## src/rtl/sync_capture_buffer.sv

```systemverilog
// sync_capture_buffer: arms on a synchronized trigger edge and captures a burst of valid words into a FIFO.
module sync_capture_buffer #(
   parameter int WIDTH   = 8,
   parameter int DEPTH   = 8,
   parameter int TIMEOUT = 16,
   parameter int CNT_W   = 8
) (
   input  logic                     clk,
   input  logic                     rst_n,
   input  logic                     ena,
   input  logic                     trg,
   input  logic                     in_valid,
   input  logic [WIDTH-1:0]         in_data,
   input  logic                     rd_en,
   output logic [WIDTH-1:0]         rd_data,
   output logic                     rd_valid,
   output logic                     empty,
   output logic                     full,
   output logic [$clog2(DEPTH):0]   count,
   output logic [1:0]               state,
   output logic                     overflow,
   output logic [CNT_W-1:0]         evt_cnt
);
   localparam int AW = $clog2(DEPTH);
   localparam int TW = $clog2(TIMEOUT + 1);
   typedef enum logic [1:0] {IDLE, ARMED, CAPTURE, DONE} state_t;
   state_t st, st_nxt;
   logic [WIDTH-1:0] mem [DEPTH];
   logic [AW-1:0] wp, rp;
   logic [AW:0] cnt, ww;
   logic [TW-1:0] tmo;
   logic s1, s2, s3, rv;
   logic arm, vin, wr_req, wr, rd;
   assign arm      = ena & s2 & ~s3;
   assign vin      = ena & in_valid & ~arm;
   assign wr_req   = vin & (st == ARMED | st == CAPTURE);
   assign rd       = ena & rd_en & ~empty;
   assign wr       = wr_req & (~full | rd);
   assign empty    = cnt == '0;
   assign full     = cnt == (AW+1)'(DEPTH);
   assign count    = cnt;
   assign state    = st;
   assign rd_valid = rv & ena;
   always_comb begin
      st_nxt = arm ? ARMED :
               (st == ARMED   & vin) ? CAPTURE :
               (st == CAPTURE & vin & ww == (AW+1)'(DEPTH - 1)) ? DONE :
               (st == CAPTURE & ~vin & tmo == TW'(TIMEOUT - 1)) ? DONE :
               (st == DONE    & empty) ? IDLE : st;
   end
   always_ff @(posedge clk or negedge rst_n) begin
      if (!rst_n) st <= IDLE;
      else if (ena) st <= st_nxt;
   end
   always_ff @(posedge clk) begin
      if (wr) mem[wp] <= in_data;
   end
   always_ff @(posedge clk or negedge rst_n) begin
      if (!rst_n) begin
         {s1, s2, s3, rv, overflow} <= '0;
         rd_data <= '0;
         {wp, rp, cnt, ww, tmo}     <= '0;
         evt_cnt <= '0;
      end else if (ena) begin
         {s1, s2, s3} <= {trg, s1, s2};
         rv <= rd;
         if (rd) begin
            rd_data <= mem[rp];
            rp      <= rp + 1'b1;
         end
         if (arm) begin
            {wp, rp, cnt, ww, tmo} <= '0;
            overflow <= 1'b0;
            evt_cnt  <= '0;
         end else begin
            if (wr) wp <= wp + 1'b1;
            cnt <= cnt + (AW+1)'(wr) - (AW+1)'(rd);
            if (wr_req) ww <= ww + 1'b1;
            tmo <= (st == CAPTURE & ~vin) ? tmo + 1'b1 : '0;
            if (vin & st != IDLE & ~&evt_cnt) evt_cnt <= evt_cnt + 1'b1;
            // late words after a closed capture, or a full FIFO with no pop, are lost
            if (vin & st == DONE | wr_req & ~wr) overflow <= 1'b1;
         end
      end
   end
endmodule

```

## config.mk

```make
export PLATFORM = sky130hd
export DESIGN_NAME = sync_capture_buffer
export DESIGN_NICKNAME = d
export VERILOG_FILES = /design/src/rtl/sync_capture_buffer.sv
export SDC_FILE = /design/constraint.sdc
export NUM_CORES = 1
export LEC_CHECK = 0
export ABC_AREA = 1
export BUFFER_PORTS_ARGS = -buffer_cell sky130_fd_sc_hd__buf_2
export CORE_MARGIN = 2
export CORE_UTILIZATION = 59
export CTS_CLUSTER_DIAMETER = 100
export DETAILED_ROUTE_END_ITERATION = 6
export PLACE_DENSITY_LB_ADDON = 0.15
export SYNTH_ARGS = -nofsm -noshare
export SYNTH_HDL_FRONTEND = slang
export SYNTH_SLANG_ARGS = --single-unit
```

## constraint.sdc

```tcl
create_clock -name clk -period 3.1 [get_ports clk]
set_input_delay 0.31 -clock clk [delete_from_list [all_inputs] [get_ports clk]]
set_output_delay 0.31 -clock clk [all_outputs]
set_load 0.02 [all_outputs]
```

==> metrics.yaml <==
grt_max_degree: 43
vias_per_cell: 5.590
ios: 40
whs_ns: 0.08356
required_ns: 3.34
synth-seq-cells: 106
dp.cells: 584
cts_buffers: 9
clock_skew_ns: 0.01176
worst-path-buf-inv: 2
drc: 0
grt_setup_unrepaired: "no"
yosysTopAreaCell: "edfxtp_1"
multiInputGateArea_sq_mm: 0.001538
die_width_um: 93.58
antenna_found_initial: 0
grt-ovfl-total: 0
syn-cell-area_sq_mm: 0.004735
die_height_um: 93.58
final_cell_area_sq_mm: 0.005260
cts_max_level: 3
finalHoldViolCount: 0
cts_hold_buffers: 0
cts_buffer_depth: 2
synth_cell_type_count: 38
synthFlopType: "edfxtp_1"
final_cells: 600
setup_viol: 0
fillers: 616
yosys-top-cells-area: "edfxtp_1 41%, dfrtp_1 22%, nand2_1 5.8%, o21ai_0 4.8%, nor2_1 4.4%"
yosysMostFrequentCell: "nand2_1"
crit_slowest_cell: "dfrtp_1"
start_util_pct: 60.95
end_kind: "register"
grt_pass1_vias: 3341
synth.top_cell.area_share_pct: 40.59
max_freq_ghz: 0.4228
layout.nets: 523
synth_nets: 475
ys_warn_count: 0
irDropWorstVdd_uv: 517.7
ys_top_cells_by_count: "73 x nand2_1, 64 x edfxtp_1, 55 x nor2_1"
slew_headroom_pct: 36.50
start_kind: "register"
cts.root.buffer_cell: "clkbuf_8"
portBuffers: 39
syn_avg_cell_area_sq_um: 10.64
synth_edf_count: 64
core_sq_mm: 0.007767
hpwl_mm: 6.542
antenna_cells: 0
dr.pass1.iters: 6
combPwrFrac_pct: 34.6
fin_crit_ns: 2.365
seq_area_frac_synth_pct: 62.79
sw_frac_of_total_pct: 38.52
clk_pin_slew_worst_paths_ns: 0.10
cpPeakStageDelay_ns: 0.44
leakagePower_nw: 2.244
hp-class: "in2async"
final_util_pct: 67.72
power.density_mw_per_mm2: 756.9
clock_insertion_delay_worst_skew_ns: 0.36
critPathTopFamily: "adder cells"
p_switching_mw: 1.534
arrival_ns: 2.61
seqCellArea_sq_mm: 0.002973
drt_iter0_markers: 239
crit_chain: "inv_1, ha_1, nand2_2, nor2_4, inv_1, nand2_1, nand2_1, ha_1, fa_1, xor2_1, o2bb2ai_1"
antenna_left: 0
cap_violations: 0
core.rowCount: 32
routed_wl_mm: 9.769
crit_type: "reg2reg"
syn_to_final_growth_pct: 11.10
place.gp.congestion: 0.8402
vias: 3354
maxSlewViolCount: 0
clkPwrFrac_pct: 19.5
cts_tree: "yes"
grt_first_pass_wirelength_mm: 16.19
dieArea_sq_mm: 0.008757
post_cts_buffers: 0
seq_power_share_pct: 45.9
status: "complete, no violations"
fin_setup_tns_ns: 0
cts_resized: 0
dpl_cell_area_sq_mm: 0.005084
async_reset_ff_share_pct: 39.62
post_drt_wl_per_cell_um: 16.28
layout-drive-gt1-share_pct: 15.86
p_int_mw: 2.448
worstMarginPinSlew_ns: 0.9525
synthCells: 445
crit_fanout: 8
grtUsageTotal_pct: 24.36
cts.sinks: 106
fin_crit_sh_pct: 76.29
[layout make-up]
cell class	count	area share, %
Multi-Input combinational cell	285	29.23
Clock buffer	10	2.426
Timing Repair Buffer	53	5.709
Clock inverter	6	0.9277
Inverter	38	2.759
Tap cell	102	2.426
Sequential cell	106	56.52
[final timing paths]
check,slack (ns),start,depth (start not counted),to
min in group clk,0.17,trg,3,s1
max in group asynchronous,2.41,rst_n,1,wp[1]
worst min register to register,0.49,rd_data[3],2,rd_data[3]
worst max-delay path,0.73,state[0],11,count[2]
worst max register to register,0.73,state[0],11,count[2]
worst min-delay path,0.08,rst_n,1,rd_data[1]
[registers in the layout, indices dropped and copies added (netlist names)]
signal	count
count	4
evt_cnt	8
mem	64
overflow	1
rd_data	8
rp	3
rv	1
s1	1
s2	1
s3	1
state	2
tmo	5
wp	3
ww	4
[per-layer routing]
layer / wire, um / global-route usage [%] / vias up
li1: - / - / 1636
met1: 4075 / 31.32 / 1605
met2: 5029 / 40.83 / 98
met3: 487 / 4.190 / 15
met4: 176 / 10.87 / 0
met5: 0 / 0 / -
[power by group through the flow]
stage / registers, mW / logic (mW) / clock network (mW)
after floorplan: 1.95 / 0.858 / 0
after global placement: 1.84 / 1.35 / 0
after detailed placement: 1.85 / 1.38 / 0
after CTS: 1.83 / 1.38 / 0.786
after global routing: 1.85 / 1.58 / 0.838
final: 1.83 / 1.38 / 0.775
[cell usage in the layout (no fill, tap or decap), drive strengths merged, types with 8 or more instances in the layout]
cell type,instances
o221ai,9
nand3,36
a21oi,8
ha,15
edfxtp,64
o211ai,8
o21ai,49
dfrtp,42
buf,53
nand2,75
nor2,57
clkbuf,10
inv,40
[kinds of logic (layout without fill, tap and decap cells)]
logic type	count (synthesis)	in the layout	synth area share, %
and+or+nand+nor	184	184	17.05
buffers and inverters	54	107	4.730
DFF	106	106	62.79
AOI/OAI and AO/OA	80	80	10.12
adders and majority gates	16	16	4.387
xor gates and xnor gates	5	5	0.9249
[stage by stage]
stage | power, mW | worst slack [ns]
floorplan | 2.803 | 0.4409
global placement | 3.190 | 0.7753
detailed placement | 3.233 | 0.7255
CTS | 3.996 | 0.7268
global route | 4.264 | 0.5059
finish | 3.981 | 0.7350
No activity file was read; power rests on OpenSTA's default activity.
